## src/rtl/down_counter_mod10_pkg.sv

```systemverilog
// Shared constants and helpers for the mod-10 down counter.
package down_counter_mod10_pkg;

    localparam int CNT_W   = 4;
    localparam int MOD_MAX = 9;

    // Highest legal digit, sized to the count register.
    localparam logic [CNT_W-1:0] DIGIT_MAX = CNT_W'(MOD_MAX);

    // Tick-rate select encodings.
    localparam logic MODE_2HZ = 1'b0;
    localparam logic MODE_1HZ = 1'b1;

    // Out-of-range load values saturate at the top digit.
    function automatic logic [CNT_W-1:0] clamp_digit(input logic [CNT_W-1:0] v);
        return (v > DIGIT_MAX) ? DIGIT_MAX : v;
    endfunction

endpackage

```

## src/rtl/down_counter_mod10_tick.sv

```systemverilog
// Prescaler: divides Clk down to a one-cycle Tick at 2 Hz or 1 Hz.
// A Mode change (seen against a registered copy) or Clr restarts the period.
module tick_gen
    import down_counter_mod10_pkg::*;
#(
    parameter int CLK_HZ = 50_000_000,
    parameter int DIV_W  = 26
) (
    input  logic Clk,
    input  logic RST,
    input  logic Mode,
    input  logic En,
    input  logic Clr,
    output logic Tick
);

    localparam logic [DIV_W-1:0] LAST_2HZ = DIV_W'(CLK_HZ / 2 - 1);
    localparam logic [DIV_W-1:0] LAST_1HZ = DIV_W'(CLK_HZ - 1);

    logic [DIV_W-1:0] cnt;
    logic [DIV_W-1:0] last;
    logic             mode_q;
    logic             armed;
    logic             mode_chg;
    logic             at_last;

    // The first edge after reset only captures Mode, so the registered copy
    // holds the Mode value present at release and no false change is seen.
    assign last     = (Mode == MODE_1HZ) ? LAST_1HZ : LAST_2HZ;
    assign mode_chg = armed && (Mode != mode_q);
    // >= covers a 1 Hz -> 2 Hz switch while cnt is above the new terminal.
    assign at_last  = (cnt >= last);
    assign Tick     = armed && En && at_last && !mode_chg && !Clr;

    // Prescaler count, Mode copy and post-reset arming.
    always_ff @(posedge Clk or posedge RST) begin
        if (RST) begin
            cnt    <= '0;
            mode_q <= MODE_2HZ;
            armed  <= 1'b0;
        end else begin
            mode_q <= Mode;
            armed  <= 1'b1;
            if (Clr || mode_chg || !armed)
                cnt <= '0;
            else if (En)
                cnt <= at_last ? '0 : cnt + 1'b1;
        end
    end

endmodule

```

## src/rtl/down_counter_mod10.sv

```systemverilog
// Decimal down counter 9..0 with wrap Borrow, clamped load and a 2/1 Hz prescaler.
module down_counter_mod10
    import down_counter_mod10_pkg::*;
#(
    parameter int CLK_HZ = 50_000_000,
    parameter int DIV_W  = 26
) (
    input  logic             Clk,
    input  logic             RST,
    input  logic             Mode,
    input  logic             En,
    input  logic             Load,
    input  logic [CNT_W-1:0] D,
    output logic [CNT_W-1:0] OUT,
    output logic             Borrow,
    output logic             Zero
);

    logic tick;

    // Load doubles as the prescaler clear so a loaded value gets a full period.
    tick_gen #(
        .CLK_HZ (CLK_HZ),
        .DIV_W  (DIV_W)
    ) u_tick (
        .Clk  (Clk),
        .RST  (RST),
        .Mode (Mode),
        .En   (En),
        .Clr  (Load),
        .Tick (tick)
    );

    // Digit register: load wins over tick; wrap 0 -> 9 raises Borrow for one cycle.
    always_ff @(posedge Clk or posedge RST) begin
        if (RST) begin
            OUT    <= DIGIT_MAX;
            Borrow <= 1'b0;
        end else begin
            Borrow <= 1'b0;
            if (Load) begin
                OUT <= clamp_digit(D);
            end else if (tick) begin
                if (OUT == '0) begin
                    OUT    <= DIGIT_MAX;
                    Borrow <= 1'b1;
                end else begin
                    OUT <= OUT - 1'b1;
                end
            end
        end
    end

    assign Zero = (OUT == '0);

endmodule

```

## config.mk

```make
export PLATFORM = sky130hd
export DESIGN_NAME = down_counter_mod10
export DESIGN_NICKNAME = d
export VERILOG_FILES = /design/src/rtl/down_counter_mod10_pkg.sv /design/src/rtl/down_counter_mod10_tick.sv /design/src/rtl/down_counter_mod10.sv
export SDC_FILE = /design/constraint.sdc
export NUM_CORES = 1
export LEC_CHECK = 0
export BUFFER_PORTS_ARGS = -buffer_cell sky130_fd_sc_hd__buf_2
export CAP_MARGIN = 20
export CORE_MARGIN = 3
export CORE_UTILIZATION = 50
export DETAILED_ROUTE_END_ITERATION = 10
export GPL_TIMING_DRIVEN = 0
export PLACE_DENSITY_LB_ADDON = 0.3
export SYNTH_ARGS = -nofsm -noshare
export SYNTH_HDL_FRONTEND = slang
export SYNTH_SLANG_ARGS = --single-unit
```

## constraint.sdc

```tcl
create_clock -name Clk -period 2.97 [get_ports Clk]
set_clock_uncertainty 0.05 [all_clocks]
set_input_delay 0.4455 -clock Clk [delete_from_list [all_inputs] [get_ports Clk]]
set_output_delay 0.4455 -clock Clk [all_outputs]
set_load 0.05 [all_outputs]
```

==> results of run 1 <==
## power groups by stage
stage	Sequential, uW	Clock (uW)	Combinational [uW]
after floorplan	506	0	57.5
after global routing	475	362	129
after CTS	473	340	119
final	473	331	118
after global placement	481	0	112
after detailed placement	482	0	119
## cell usage after synthesis, drive strengths merged, types with 3 or more instances
cell | instances | share of area (%)
xor2 | 11 | 4.6
xnor2 | 6 | 2.5
dfrtp | 31 | 37
buf | 6 | 1.6
o21ai | 10 | 2.4
nor2 | 27 | 4.9
and3 | 8 | 2.6
and4 | 4 | 1.8
nand2b | 3 | 0.90
or3 | 5 | 1.5
and2 | 4 | 1.2
nand2 | 17 | 3.1
inv | 5 | 0.90
ha | 10 | 6.0
a21o | 8 | 2.9
nand4 | 7 | 2.4
nor3 | 5 | 1.4
nand3 | 17 | 5.1
nor4 | 6 | 3.2
nor4b | 3 | 1.6
a21oi | 7 | 1.9
## stage by stage
stage / total power (uW) / instance area [um2]
3_5_place_dp: 600 / 2230
2_1_floorplan: 564 / 2080
5_1_grt: 966 / 2320
4_1_cts: 932 / 2320
6_report: 923 / 2320
3_3_place_gp: 593 / 2210
## sequential cells by signal (all words and copies together), names as in the netlist
name and cells:
u_tick.cnt 26, Borrow 1, OUT 4, u_tick.mode_q 1, u_tick.armed 1
## routing by layer
metal | wire, um | vias to the layer above | share of wire, % | global-route usage, %
met5 | 0 | - | 0 | 0
met4 | 46 | 0 | 1.1 | 5.53
met3 | 159 | 6 | 3.8 | 4.17
met2 | 1890 | 29 | 46 | 27.1
met1 | 2040 | 788 | 49 | 26.5
li1 | - | 838 | - | -
## logic make-up (layout without fill, tap and decap cells)
family,count (synthesis),after routing,share of synthesized area (%)
adders and majority gates,10,10,6.01
DFF,33,33,39.8
buffers and inverters,12,34,2.65
other,1,1,0.180
xor gates and xnor gates,17,17,7.16
and+or+nand+nor,112,112,31.9
AOI/OAI and AO/OA,36,36,12.3
## final cells by class
| type | instances | area, um2 | area share, % |
|---|---|---|---|
| plain buffers | 7 | 36.3 | 1.56 |
| clock buffers | 5 | 68.8 | 2.97 |
| clock inverters | 3 | 17.5 | 0.755 |
| inverters | 5 | 18.8 | 0.809 |
| multi-input cells | 176 | 1200 | 51.6 |
| flip-flops and latches | 33 | 828 | 35.7 |
| well taps | 48 | 60.1 | 2.59 |
| repair buffers | 14 | 92.6 | 3.99 |
## final timing paths
| check | startpoint | end | slack [ns] | cells past startpoint |
|---|---|---|---|---|
| hold reg to reg | OUT[3] | Borrow | 0.48 | 1 |
| hold / removal | RST | u_tick.cnt[25] | 0.15 | 2 |
| max in group asynchronous | RST | OUT[3] | 2.14 | 3 |
| min in group Clk | Mode | u_tick.mode_q | 0.33 | 1 |
| setup / recovery | Mode | u_tick.cnt[21] | 0.56 | 10 |
| setup reg to reg | u_tick.cnt[11] | u_tick.cnt[21] | 0.64 | 8 |
==> metrics.yaml, run 1 <==
worstMarginPinSlew_ns: 0.568
crit_family: "simple AND/OR/NAND/NOR gates"
grtUsageTotal_pct: 18.3
power_frac_seq_pct: 51.3
crit_type: "primary input to flop"
grt_pass1_wl_um: 7410
ys_ff_latch: 33
wl_um: 4140
synth.avg_cell_area_um2: 9.42
drv_slew: 0
synthFlopType: "dfrtp_1"
final_common_cell: "dfrtp_1"
p_sw_uw: 265
ys_seq_area_share_pct: 39.8
min_period_ns: 2.41
final_util_pct: 60.6
synth_cell_types: 47
hpwl_um: 3050
cp_slowest_cell: "ha_1"
start_util_pct: 54.4
die_height_um: 70.5
yosysWarnings: 0
die_area_um2: 4970
intPower_uw: 658
netSwitchingFraction_pct: 28.7
relSlewSlack_pct: 62.1
rows: 22
drt_pass1_iterations: 4
grt_pass1_vias: 1617
gr-total-overflow: 0
cts_max_level: 2
critPathArrivalTime_ns: 2.53
ios: 15
maxCapViolations: 0
synth_area_um2: 2080
cts_tree: "yes"
placedCellCount: 283
fin_setup_tns_ns: 0
synthArstFlopShare_pct: 100
syn_inst: 221
timing.final.ws_setup_ns: 0.558
cts-resized-gates: 0
finalWeightedCongestion: 0.799
cts_buffers: 5
clkSlewWorstSetupHoldPaths_ns: 0.07
ir_worst_vdd_v: 0.000299
grt_max_degree: 22
core-area_um2: 3830
power_density_nw_per_um2: 398
dp_slack_ns: 0.265
mostFrequentLayoutCells: "dfrtp_1 (31), nor2_1 (27), buf_2 (18)"
drcViolationCount: 0
rsz0062_at_grt: "false"
crit_path_max_fanout: 10
cts.path.max_buffers: 2
min_path_type: "primary input to async pin"
fmax_mhz: 415
insertedDiodeCount: 0
hold_viol: 0
via_count: 1661
pwr-share-clk_pct: 35.9
fillCellCount: 332
hold_buffers: 0
final_antenna_net_count: 0
syn_nets: 240
drive_gt1_share_pct: 18.1
required_ns: 3.09
clk_latency_ns: 0.28
start_kind: "primary input"
synth-edff-count: 0
hold_ws_ns: 0.154
status: "completed"
layout.cells.non_filler: 291
cts.sinks: 33
port_buffers: 13
fin_crit_sh_pct: 81.2
die_w_um: 70.5
num-nets-final: 261
crit_buf_inv: 3
drt_iter0_markers: 151
cts.root.buffer_cell: "clkbuf_8"
cp-end-kind: "flop"
syn_to_final_growth_pct: 11.5
cp_cell_sequence: "buf_2, inv_1, ha_1, nand4_2, nor3_2, nand3_2, nand3_2, a21o_1, buf_2, nor2_1"
p_leak_uw: 0.00105
grt_antenna_before_repair: 0
p_comb_share_pct: 12.8
crit_path_max_incr_delay_ns: 0.36
post_cts_buffers: 0
vias_per_cell: 5.71
drt-wirelength-per-cell_um: 14.2
setup_viol: 0
Note: power is estimated with default switching activity, not from simulation.
==> run 2: changes to the inputs <==
==> constraint.sdc (replaced) <==
create_clock -name Clk -period 2.3 [get_ports Clk]
set_clock_uncertainty 0.05 [all_clocks]
set_input_delay 0.345 -clock Clk [delete_from_list [all_inputs] [get_ports Clk]]
set_output_delay 0.345 -clock Clk [all_outputs]
set_load 0.05 [all_outputs]
==> run 2 against run 1 <==
Sequential power grew 30%; highest routed layer unchanged; final area grew 7.7%; combinational power increased by 40%; sequential share of layout area shrank 2.4 points.
==> metrics.yaml, run 2 (same netlist as run 1, synthesis figures left out) <==
gr-total-overflow: 0
cts.path.max_buffers: 2
critPathArrivalTime_ns: 2.45
mostFrequentLayoutCells: "dfrtp_1 (29), nor2_1 (27), nand2_1 (17), buf_2 (17), nand3_1 (13)"
clk_latency_ns: 0.29
drcViolationCount: 0
cts_max_level: 2
cts_tree: "yes"
grt_antenna_before_repair: 0
crit_path_max_incr_delay_ns: 0.37
p_leak_uw: 0.00109
num-nets-final: 268
placed_cell_area_um2: 2240
drv_slew: 0
multi_input_comb_area_um2: 1300
maxCapViolations: 0
hold_ws_ns: 0.0919
finalWeightedCongestion: 0.838
syn_to_final_growth_pct: 20.0
cts.root.buffer_cell: "clkbuf_8"
crit_buf_inv: 3
use_met2_pct: 32.1
min_period_ns: 2.27
largest_register: "u_tick.cnt"
port_buffers: 13
cp_slowest_cell: "a221oi_4"
die_height_um: 70.5
grtUsageTotal_pct: 20.1
cts.sinks: 33
largest_reg_flops: 26
wl_um: 4670
busiest_layer: "met2"
crit_type: "primary input to flop"
final_common_cell: "dfrtp_1"
crit_path_max_fanout: 7
relSlewSlack_pct: 55.5
die_area_um2: 4970
ios: 15
required_ns: 2.49
placedCellCount: 283
grt_pass1_wl_um: 7870
hold_viol: 0
status: "completed"
grt_max_degree: 20
fin_setup_tns_ns: 0
fillCellCount: 305
core-area_um2: 3830
largestRegisters: "u_tick.cnt: 26 flops, OUT: 4 flops"
seq_area_um2: 831
vias_per_cell: 5.86
fin_crit_sh_pct: 98.6
cp_cell_sequence: "buf_2, inv_2, ha_1, nand4_2, nor2_1, a221oi_4, nand4_1, buf_4, nor4b_4, a21o_1"
cp-end-kind: "flop"
insertedDiodeCount: 0
clkSlewWorstSetupHoldPaths_ns: 0.07
power_density_nw_per_um2: 507
start_util_pct: 54.4
via_count: 1745
hold_buffers: 0
die_w_um: 70.5
drive_gt1_share_pct: 25.2
rows: 22
use_met3_pct: 6.04
setup_viol: 0
min_path_type: "primary input to async pin"
finalPower_uw: 1270
fin_area_um2: 2500
drt-wirelength-per-cell_um: 15.7
layout.cells.non_filler: 298
start_kind: "primary input"
drt_pass1_iterations: 4
grt_pass1_vias: 1707
fmax_mhz: 441
use_met1_pct: 26.0
hpwl_um: 3210
crit_family: "simple AND/OR/NAND/NOR gates"
ir_worst_vdd_v: 0.000367
worstMarginPinSlew_ns: 0.667
cts_buffers: 5
final_antenna_net_count: 0
drt_iter0_markers: 199
## run 2: worst paths after layout
kind,start,end,slack (ns),depth (start not counted)
max reg2reg,u_tick.cnt[11],u_tick.cnt[3],0.06,8
min in group Clk,Mode,u_tick.mode_q,0.25,1
min,RST,Borrow,0.09,2
max in group asynchronous,RST,u_tick.cnt[11],1.57,3
min reg2reg,u_tick.cnt[15],u_tick.cnt[15],0.52,1
max,Mode,u_tick.cnt[3],0.03,10
## run 2: final cells by class
cell class	instances	area share (%)
tap	48	2.40
clock buffer	7	3.86
inverter	5	0.752
multi-input combinational	176	52.0
buffer	7	1.70
sequential	33	33.3
timing repair buffer	21	5.81
clock inverter	1	0.200
## run 2: through the flow
stage	setup WS [ns]	util [%]
final	0.0322	65.3
after global routing	-0.104	65.3
after CTS	-0.0311	61.4
after detailed placement	-0.371	58.5
after global placement	-0.289	57.8
after floorplan	0.159	-
## run 2: metal layers
layer	up-vias	share of wire, %
met5	-	0
met4	0	1.0
met3	4	4.6
met2	30	48
met1	862	46
li1	849	-
## run 2: timing repair
action                                  in CTS  in global routing
gates resized for setup                      2                 14
hold endpoints to repair                     0                  0
setup buffers                                0                  7
pin swaps                                    0                  4
endpoints found under the setup margin      11                 22
## run 2: where the power goes
group	internal, uW	switching (uW)
Combinational	53.3	112
Sequential	595	17.6
Clock	270	218
Total	919	347
